`src/rtl/riscv_core_lsu_if.sv`:
```
// Request/response and data-memory port bundle for riscv_core_lsu.
// slave = LSU side, master = execute stage plus data memory.
interface riscv_core_lsu_if #(parameter int XLEN = 64);
  logic            i_lsu_valid;
  logic            o_lsu_ready;
  logic            i_lsu_we;
  logic [1:0]      i_lsu_size;
  logic            i_lsu_unsigned;
  logic [XLEN-1:0] i_lsu_addr;
  logic [XLEN-1:0] i_lsu_wdata;
  logic            o_lsu_done;
  logic [XLEN-1:0] o_lsu_rdata;
  logic            o_lsu_misalign_exc;
  logic            o_lsu_mem_w_en;
  logic            o_lsu_mem_ld_extend;
  logic [1:0]      o_lsu_mem_r_w_size;
  logic [XLEN-1:0] o_lsu_mem_address;
  logic [XLEN-1:0] o_lsu_mem_wdata;
  logic [XLEN-1:0] i_lsu_mem_rdata;

  modport slave (
    input  i_lsu_valid, i_lsu_we, i_lsu_size, i_lsu_unsigned, i_lsu_addr, i_lsu_wdata,
           i_lsu_mem_rdata,
    output o_lsu_ready, o_lsu_done, o_lsu_rdata, o_lsu_misalign_exc,
           o_lsu_mem_w_en, o_lsu_mem_ld_extend, o_lsu_mem_r_w_size, o_lsu_mem_address,
           o_lsu_mem_wdata
  );

  modport master (
    output i_lsu_valid, i_lsu_we, i_lsu_size, i_lsu_unsigned, i_lsu_addr, i_lsu_wdata,
           i_lsu_mem_rdata,
    input  o_lsu_ready, o_lsu_done, o_lsu_rdata, o_lsu_misalign_exc,
           o_lsu_mem_w_en, o_lsu_mem_ld_extend, o_lsu_mem_r_w_size, o_lsu_mem_address,
           o_lsu_mem_wdata
  );
endinterface

```
`src/rtl/riscv_core_lsu.sv`:
```
// Load/store unit: aligned accesses go out as one access, misaligned ones as byte sequences.
// Define RISCV_LSU_MISALIGN_TRAP_EN to trap misaligned requests instead of splitting them.
module riscv_core_lsu #(
  parameter int XLEN = 64
) (
  input  logic               i_lsu_clk,
  input  logic               i_lsu_rst_n,
  riscv_core_lsu_if.slave    lsu
);

  typedef enum logic [1:0] {IDLE, ACC, BYTE, RESP} state_t;

  state_t          state_q, state_d;
  logic            we_q, uns_q;
  logic [1:0]      size_q;
  logic [XLEN-1:0] addr_q, wdata_q, rdata_q, asm_q, asm_nxt;
  logic [2:0]      k_q;
  logic            misalign, last;

  // Low-address mask is (bytes-1); size D wraps 3'b1<<3 to 0, giving 3'b111.
  assign misalign = |(lsu.i_lsu_addr[2:0] & ((3'b001 << lsu.i_lsu_size) - 3'b001));
  assign last     = (k_q == ((3'b001 << size_q) - 3'b001));

  function automatic logic [XLEN-1:0] extend(input logic [XLEN-1:0] v,
                                              input logic [1:0] sz, input logic u);
    case (sz)
      2'd0:    extend = {{(XLEN-8){~u & v[7]}},   v[7:0]};
      2'd1:    extend = {{(XLEN-16){~u & v[15]}}, v[15:0]};
      2'd2:    extend = {{(XLEN-32){~u & v[31]}}, v[31:0]};
      default: extend = v;
    endcase
  endfunction

  always_comb begin
    asm_nxt = asm_q;
    asm_nxt[{k_q, 3'b000} +: 8] = lsu.i_lsu_mem_rdata[7:0];
  end

  always_comb begin
    state_d = state_q;
    case (state_q)
      IDLE: if (lsu.i_lsu_valid) begin
`ifdef RISCV_LSU_MISALIGN_TRAP_EN
        state_d = misalign ? RESP : ACC;
`else
        state_d = misalign ? BYTE : ACC;
`endif
      end
      ACC:     state_d = RESP;
      BYTE:    if (last) state_d = RESP;
      default: state_d = IDLE;
    endcase
  end

  // Memory port is only live in ACC/BYTE; everything else drives zeros.
  always_comb begin
    lsu.o_lsu_mem_w_en      = 1'b0;
    lsu.o_lsu_mem_ld_extend = 1'b0;
    lsu.o_lsu_mem_r_w_size  = 2'b00;
    lsu.o_lsu_mem_address   = '0;
    lsu.o_lsu_mem_wdata     = '0;
    case (state_q)
      ACC: begin
        lsu.o_lsu_mem_w_en      = we_q;
        lsu.o_lsu_mem_ld_extend = ~uns_q;
        lsu.o_lsu_mem_r_w_size  = size_q;
        lsu.o_lsu_mem_address   = addr_q;
        lsu.o_lsu_mem_wdata     = wdata_q;
      end
      BYTE: begin
        lsu.o_lsu_mem_w_en    = we_q;
        lsu.o_lsu_mem_address = addr_q + XLEN'(k_q);
        lsu.o_lsu_mem_wdata   = {{(XLEN-8){1'b0}}, wdata_q[{k_q, 3'b000} +: 8]};
      end
      default: ;
    endcase
  end

  always_ff @(posedge i_lsu_clk or negedge i_lsu_rst_n) begin
    if (!i_lsu_rst_n) begin
      state_q <= IDLE;
      we_q    <= 1'b0;
      uns_q   <= 1'b0;
      size_q  <= 2'b00;
      addr_q  <= '0;
      wdata_q <= '0;
      rdata_q <= '0;
      asm_q   <= '0;
      k_q     <= 3'd0;
    end else begin
      state_q <= state_d;
      case (state_q)
        IDLE: if (lsu.i_lsu_valid) begin
          we_q    <= lsu.i_lsu_we;
          uns_q   <= lsu.i_lsu_unsigned;
          size_q  <= lsu.i_lsu_size;
          addr_q  <= lsu.i_lsu_addr;
          wdata_q <= lsu.i_lsu_wdata;
          asm_q   <= '0;
          k_q     <= 3'd0;
        end
        ACC: if (!we_q) rdata_q <= lsu.i_lsu_mem_rdata;
        BYTE: begin
          k_q   <= k_q + 3'd1;
          asm_q <= asm_nxt;
          if (last && !we_q) rdata_q <= extend(asm_nxt, size_q, uns_q);
        end
        default: ;
      endcase
    end
  end

`ifdef RISCV_LSU_MISALIGN_TRAP_EN
  logic exc_q;
  always_ff @(posedge i_lsu_clk or negedge i_lsu_rst_n) begin
    if (!i_lsu_rst_n)                          exc_q <= 1'b0;
    else if (state_q == IDLE && lsu.i_lsu_valid) exc_q <= misalign;
  end
  assign lsu.o_lsu_misalign_exc = (state_q == RESP) & exc_q;
`else
  assign lsu.o_lsu_misalign_exc = 1'b0;
`endif

  assign lsu.o_lsu_ready = (state_q == IDLE);
  assign lsu.o_lsu_done  = (state_q == RESP);
  assign lsu.o_lsu_rdata = rdata_q;

endmodule

```
`src/flat_wrapper.sv`:
```
// flat-port wrapper written by rule: the top's interface ports become plain ports
module riscv_core_lsu_flat 
#(
  parameter int XLEN = 64
)
  (i_lsu_clk, i_lsu_rst_n, lsu_i_lsu_valid, lsu_i_lsu_we, lsu_i_lsu_size, lsu_i_lsu_unsigned, lsu_i_lsu_addr, lsu_i_lsu_wdata, lsu_i_lsu_mem_rdata, lsu_o_lsu_ready, lsu_o_lsu_done, lsu_o_lsu_rdata, lsu_o_lsu_misalign_exc, lsu_o_lsu_mem_w_en, lsu_o_lsu_mem_ld_extend, lsu_o_lsu_mem_r_w_size, lsu_o_lsu_mem_address, lsu_o_lsu_mem_wdata);
  riscv_core_lsu_if #(.XLEN(XLEN)) lsu_i ();
  input  logic i_lsu_clk;
  input  logic i_lsu_rst_n;
  input wire logic [$bits(lsu_i.i_lsu_valid)-1:0] lsu_i_lsu_valid;
  input wire logic [$bits(lsu_i.i_lsu_we)-1:0] lsu_i_lsu_we;
  input wire logic [$bits(lsu_i.i_lsu_size)-1:0] lsu_i_lsu_size;
  input wire logic [$bits(lsu_i.i_lsu_unsigned)-1:0] lsu_i_lsu_unsigned;
  input wire logic [$bits(lsu_i.i_lsu_addr)-1:0] lsu_i_lsu_addr;
  input wire logic [$bits(lsu_i.i_lsu_wdata)-1:0] lsu_i_lsu_wdata;
  input wire logic [$bits(lsu_i.i_lsu_mem_rdata)-1:0] lsu_i_lsu_mem_rdata;
  output wire logic [$bits(lsu_i.o_lsu_ready)-1:0] lsu_o_lsu_ready;
  output wire logic [$bits(lsu_i.o_lsu_done)-1:0] lsu_o_lsu_done;
  output wire logic [$bits(lsu_i.o_lsu_rdata)-1:0] lsu_o_lsu_rdata;
  output wire logic [$bits(lsu_i.o_lsu_misalign_exc)-1:0] lsu_o_lsu_misalign_exc;
  output wire logic [$bits(lsu_i.o_lsu_mem_w_en)-1:0] lsu_o_lsu_mem_w_en;
  output wire logic [$bits(lsu_i.o_lsu_mem_ld_extend)-1:0] lsu_o_lsu_mem_ld_extend;
  output wire logic [$bits(lsu_i.o_lsu_mem_r_w_size)-1:0] lsu_o_lsu_mem_r_w_size;
  output wire logic [$bits(lsu_i.o_lsu_mem_address)-1:0] lsu_o_lsu_mem_address;
  output wire logic [$bits(lsu_i.o_lsu_mem_wdata)-1:0] lsu_o_lsu_mem_wdata;
  assign lsu_i.i_lsu_valid = lsu_i_lsu_valid;
  assign lsu_i.i_lsu_we = lsu_i_lsu_we;
  assign lsu_i.i_lsu_size = lsu_i_lsu_size;
  assign lsu_i.i_lsu_unsigned = lsu_i_lsu_unsigned;
  assign lsu_i.i_lsu_addr = lsu_i_lsu_addr;
  assign lsu_i.i_lsu_wdata = lsu_i_lsu_wdata;
  assign lsu_i.i_lsu_mem_rdata = lsu_i_lsu_mem_rdata;
  assign lsu_o_lsu_ready = lsu_i.o_lsu_ready;
  assign lsu_o_lsu_done = lsu_i.o_lsu_done;
  assign lsu_o_lsu_rdata = lsu_i.o_lsu_rdata;
  assign lsu_o_lsu_misalign_exc = lsu_i.o_lsu_misalign_exc;
  assign lsu_o_lsu_mem_w_en = lsu_i.o_lsu_mem_w_en;
  assign lsu_o_lsu_mem_ld_extend = lsu_i.o_lsu_mem_ld_extend;
  assign lsu_o_lsu_mem_r_w_size = lsu_i.o_lsu_mem_r_w_size;
  assign lsu_o_lsu_mem_address = lsu_i.o_lsu_mem_address;
  assign lsu_o_lsu_mem_wdata = lsu_i.o_lsu_mem_wdata;
  riscv_core_lsu #(.XLEN(XLEN)) u_core (.i_lsu_clk(i_lsu_clk), .i_lsu_rst_n(i_lsu_rst_n), .lsu(lsu_i));
endmodule
```
`config.mk`:
```
export PLATFORM = sky130hd
export DESIGN_NAME = riscv_core_lsu_flat
export DESIGN_NICKNAME = d
export VERILOG_FILES = /design/src/rtl/riscv_core_lsu_if.sv /design/src/rtl/riscv_core_lsu.sv /design/src/flat_wrapper.sv
export SDC_FILE = /design/constraint.sdc
export NUM_CORES = 1
export LEC_CHECK = 0
export ABC_AREA = 1
export BUFFER_PORTS_ARGS = -buffer_cell sky130_fd_sc_hd__buf_2
export CAP_MARGIN = 20
export CORE_ASPECT_RATIO = 0.8
export CORE_MARGIN = 5
export CORE_UTILIZATION = 53
export CTS_BUF_LIST = sky130_fd_sc_hd__clkbuf_8
export CTS_CLUSTER_SIZE = 10
export DETAILED_ROUTE_END_ITERATION = 8
export PLACE_DENSITY = 0.79
export SYNTH_ARGS = -nofsm -noshare
export SYNTH_HDL_FRONTEND = slang
export SYNTH_SLANG_ARGS = --single-unit
```
`constraint.sdc`:
```
create_clock -name i_lsu_clk -period 3.5 [get_ports i_lsu_clk]
set_input_delay 0.35 -clock i_lsu_clk [delete_from_list [all_inputs] [get_ports i_lsu_clk]]
set_output_delay 0.35 -clock i_lsu_clk [all_outputs]
set_load 0.03 [all_outputs]
```
Word level (Yosys, flattened, before mapping)
Cells that the tools add are included.
{"block": "totals", "reg_bits": 265, "input_bits": 199}
{"block": "op_classes", "addsub": 5, "eq_ne": 10, "shift": 5, "n_mux": 18, "bitwise": 5, "n_reduce_logical": 12}
{"op": "$pmux 64 s2", "count": 4}
{"op": "$mux 64", "count": 3}
{"op": "$pmux 64 s3", "count": 1}
{"op": "$add 64x3->64", "count": 1}
{"op": "$bwmux 64", "count": 1}
{"op": "$shift 8x8->64 const A", "count": 1}
{"op": "$shiftx 64x7->8", "count": 1}
{"op": "$shiftx 8x8->64", "count": 1}
{"op": "$mux 2", "count": 4}
{"op": "$neg 6->8", "count": 1}
{"op": "$eq 2x2->1 const B", "count": 3}
{"op": "$pmux 2 s3", "count": 1}
{"op": "$pmux 3 s2", "count": 1}
{"op": "$reduce_and 2->1", "count": 3}
{"op": "$shl 1x2->3 const A", "count": 2}
{"op": "$sub 3x1->3 const B", "count": 2}
{"op": "$eq 2x1->1 const B", "count": 2}
{"op": "$logic_not 2->1", "count": 2}
{"op": "$ne 2x1->1 const B", "count": 2}
{"op": "$ne 2x2->1 const B", "count": 2}
{"op": "$reduce_bool 2->1", "count": 2}
{"op": "$add 3x1->3 const B", "count": 1}
{"op": "$and 1x1->1", "count": 3}
{"op": "$and 3x3->3", "count": 1}
{"op": "9 further kinds", "count": 10}

Logic depth before layout (Yosys ltp)
{"block": "depth", "word_depth": 7, "mapped_depth": 18}

Least setup slack after synthesis
Ideal clock, no wire load.
{"block": "synth_timing", "kind": "register to output", "from": "register u_core.k_q[1]", "to": "output lsu_o_lsu_mem_address[28]", "t_arrival_ps": 2961, "t_required_ps": 3150, "setup_slack_ps": 189, "path_stages_with_launch": 14, "n_path_buf": 2, "path_cell_list": "dfrtp_1 -> buf_2 -> clkinv_1 -> clkbuf_1 -> fa_1 -> inv_1 -> nand2_1 -> nand2_1 -> nand2_1 -> nor2_1 -> nand2_1 -> inv_1 -> nor2_1 -> o21ai_0"}
{"block": "synth_between", "elab_chain_len": 2}
{"element": "start, declared", "line_no": "riscv_core_lsu.sv:17", "text": "logic [2:0] k_q;"}
{"element": "start signal, assigned", "line_no": "riscv_core_lsu.sv:104", "text": "k_q <= k_q + 3'd1;"}
{"element": "$add 64x3->64", "line_no": "riscv_core_lsu.sv:72", "text": "lsu.o_lsu_mem_address = addr_q + XLEN'(k_q);"}
{"element": "$pmux 64 s2", "line_no": "riscv_core_lsu.sv:62", "text": "case (state_q)"}
{"element": "end, declared", "line_no": "flat_wrapper.sv:24", "text": "output wire logic [$bits(lsu_i.o_lsu_mem_address)-1:0] lsu_o_lsu_mem_address;"}
No other way between the ends.

Final worst setup path
{"block": "layout_timing", "from": "register u_core.addr_q[0]", "to": "output lsu_o_lsu_mem_address[32]"}
{"block": "layout_between", "elab_chain_len": 2}
{"element": "start, declared", "line_no": "riscv_core_lsu.sv:16", "text": "logic [XLEN-1:0] addr_q, wdata_q, rdata_q, asm_q, asm_nxt;"}
{"element": "start signal, assigned", "line_no": "riscv_core_lsu.sv:97", "text": "addr_q <= lsu.i_lsu_addr;"}
{"element": "$add 64x3->64", "line_no": "riscv_core_lsu.sv:72"}
{"element": "$pmux 64 s2", "line_no": "riscv_core_lsu.sv:62"}
No other way between the ends.

==> run summary <==
ranking of synthesized cells by area -> dfrtp_1 41%, nand2_1 15%, nor2_1 11%, o21ai_0 6.0%, inv_1 5.8%
total grt overflow -> 0
Top Layer Used -> met4
number of synthesized flops with an enable pin -> 0
dpl cell area -> 18580 um^2
Clk pin slew, worst setup/hold paths -> 60 ps
Hold/Removal Path Class -> in2reg
DR vias -> 18230
total power -> 21550 uW
Crit-path slowest cell -> dfrtp_1
Avg Inst Size Synth -> 6.693 um^2
H-tree levels -> 2
worst-skew pair later-pin latency -> 600 ps
post-synth top area cell -> dfrtp_1
largest net degree at the start of global routing -> 193
number of setup violations in the final report -> 0
Distinct cells, synth -> 41
full die area -> 34330 um^2
via/cell ratio -> 5.574
cells along the critical path -> ha_4 > inv_1 > fa_1 > inv_1 > nand3_1 > nand2_2 > buf_4 > nand2_1 > nor2_1 > nand2_1 > a21oi_1 > nand2_1 > o21ai_0 > buf_2
commonest non-fill, non-tap cells in the layout -> 627 x nand2_1, 457 x nor2_1, 392 x buf_2
post-DP HPWL -> 46.42 mm
Syn Nets -> 2645
initial antenna violation count -> 2
CTS tree -> yes
global-route wire length before repair -> 94.99 mm
Tmin final -> 3389 ps
end of the worst hold path -> u_core.addr_q[11]
Leakage -> 0.01066 uW
# Max-Cap Violations -> 0
Setup crit start kind -> flip-flop
Slew @ Worst Pin -> 1070 ps
Initial Utilization -> 53.68%
worst relative slew slack -> 28.60%
Max Root-Sink Buffers -> 3
min-delay src -> lsu_i_lsu_addr[11]
reg2reg setup slack -> 350 ps
pwr dens -> 1084 nW/um^2
vias in the first global route -> 16840
DR WL met3 -> 6.660 mm
chip width -> 205.9 um
R2R depth -> 16
Port Buffers -> 396
Synthesis Warnings -> 0
Async SR Flop Fraction -> 100.0%
Post-synth top flop -> dfrtp_1
endpoints failing hold -> 0
unrepaired setup endpoints after global routing -> yes
Critical Path Max Stage Delay -> 410 ps
Post-Route M1 WL -> 26.78 mm
Pre-antenna DRT Iters -> 5
non-filler cells in the finished layout -> 3270
TritonCTS buffer count -> 45
#FFs+latches synth -> 265
critical setup path kind -> reg2out
I/O pins -> 398
Crit. End Element -> output pin
Slew Viols, Final -> 0
Die Height -> 166.7 um
starting DRC count in detailed routing -> 2056
Peak VDD IR -> 653.2 uV
status -> finished clean
clk_skew -> 48.89 ps
Routed Antenna Nets -> 0
post-DR wirelength/cell -> 18.93 um
CORE AREA -> 30310 um^2
Clock Root Buffer -> clkbuf_8
sequential area share after synthesis -> 40.75%
Synth Instances -> 2431
hold-critical path depth -> 2
DRC -> 0
WL met2 -> 26.67 mm
Crit Path Max Fanout -> 5
period utilization -> 96.83%
cell mode on critical path -> nand2_1
crit path DAT -> 3040 ps
NumNets Final -> 3037
Routability Congestion -> 1.013
Peak Freq -> 0.2951 GHz
gr usage total -> 34.74%
layout cells sized above 1 -> 20.18%
P&R area growth vs syn -> 22.19%
CP Data Required Time -> 3150 ps
drt total wl -> 61.91 mm
cell area after layout -> 19880 um^2
FF-to-FF Start -> u_core.k_q[0]
post-synth top area share -> 40.75%
end of the worst register-to-register path -> u_core.lsu.o_lsu_rdata[43]
Syn Std Cell Area -> 16270 um^2
Placed Cells -> 3154
num rows -> 57
Sink Count -> 265
commonest non-fill, non-tap cell in the layout -> nand2_1
CP delay by family, top -> simple AND/OR/NAND/NOR gates
CP Buf/Inv Count -> 4
[worst max path at each step]
| stage | from | end | slack [ps] | cells past startpoint |
|---|---|---|---|---|
| CTS | u_core.k_q[1] | lsu_o_lsu_mem_address[61] | 20 | 11 |
| detailed placement | u_core.addr_q[0] | lsu_o_lsu_mem_address[38] | 440 | 14 |
| global placement | u_core.addr_q[0] | lsu_o_lsu_mem_address[46] | 500 | 15 |
| global route | u_core.k_q[0] | lsu_o_lsu_mem_address[46] | -70 | 16 |
| floorplan | u_core.k_q[1] | lsu_o_lsu_mem_address[28] | 190 | 13 |
| finish | u_core.addr_q[0] | lsu_o_lsu_mem_address[32] | 110 | 14 |
[registers in the layout, summed over array words and instances (netlist names)]
signal and flops:
u_core.wdata_q 64, u_core.lsu.o_lsu_rdata 64, u_core.size_q 2, u_core.k_q 3, u_core.we_q 1, u_core.uns_q 1, u_core.asm_q 64, u_core.addr_q 64
u_core.state_q 2
[cell families (layout without fill, tap and decap cells)]
logic type / after synthesis / after routing / synth area share [%]
compound gates: 403 / 403 / 13.09
xor+xnor: 1 / 1 / 0.05384
fa+ha+maj: 15 / 15 / 1.200
buf+inv: 378 / 802 / 9.273
flops: 265 / 265 / 40.75
mux: 35 / 35 / 2.422
other cells: 1 / 3 / 0.02305
simple gates: 1333 / 1333 / 33.19
[area by class of cell]
type                    instances  area (um^2)
inverters                     260        975.9
repair buffers                463         2633
clock buffers                  56        770.7
well taps                     413        516.7
flip-flops and latches        265         6631
multi-input cells            1788         8225
fillers                      2737        10430
diodes                          2        5.005
clock inverters                23        125.1
[power breakdown]
| part | internal (uW) | switching (uW) | total (uW) |
|---|---|---|---|
| registers | 4470 | 1150 | 5620 |
| logic | 3620 | 9460 | 13100 |
| clock network | 1510 | 1330 | 2850 |
| total | 9600 | 11900 | 21500 |
[worst register-to-register path, stage by stage (launching register included)]
cell,delay (ps)
dfrtp_1,400
buf_4,400
inv_2,80
ha_1,230
ha_1,430
nand2_1,80
inv_1,70
nand2_2,170
inv_2,190
nand2_1,90
nand3_1,110
nor2_1,70
nor2_2,100
buf_4,340
nand2_1,150
nand2_1,80
nand2_1,50
[Yosys cell counts (11+ instances only)]
cell type	n
a21oi_1	146
buf_1	13
buf_2	23
clkbuf_1	69
dfrtp_1	265
ha_1	14
inv_1	251
mux2_2	35
nand2_1	630
nand3_1	164
nand4_1	30
nor2_1	465
nor3_1	13
o211ai_1	11
o21ai_0	194
o22ai_1	40
[metal layers]
| layer | global-route usage [%] | vias up |
|---|---|---|
| met3 | 7.990 | 112 |
| li1 | - | 8534 |
| met2 | 50.67 | 1030 |
| met4 | 10.47 | 0 |
| met1 | 51.71 | 8551 |
| met5 | 0 | - |
[metrics by stage]
stage               TNS, ps  hold slack (ps)  util [%]  worst slack, ps
floorplan                 0            54.41         -            189.1
global placement          0            438.8     61.29            503.0
detailed placement        0            444.7     61.29            436.4
CTS                       0          0.02931     65.23            20.42
global route         -90.31            4.907     65.60           -74.13
finish                    0            30.55     65.60            111.1
[timing repair]
item | 4_1_cts | 5_1_grt
hold buffers | 28 | 1
gates cloned | 0 | 0
resized for setup | 4 | 19
endpoints found under the setup margin | 9 | 33
pin swaps | 1 | 4
endpoints found under the hold margin | 122 | 1
setup buffers | 1 | 5
(Power assumes the default switching activity.)
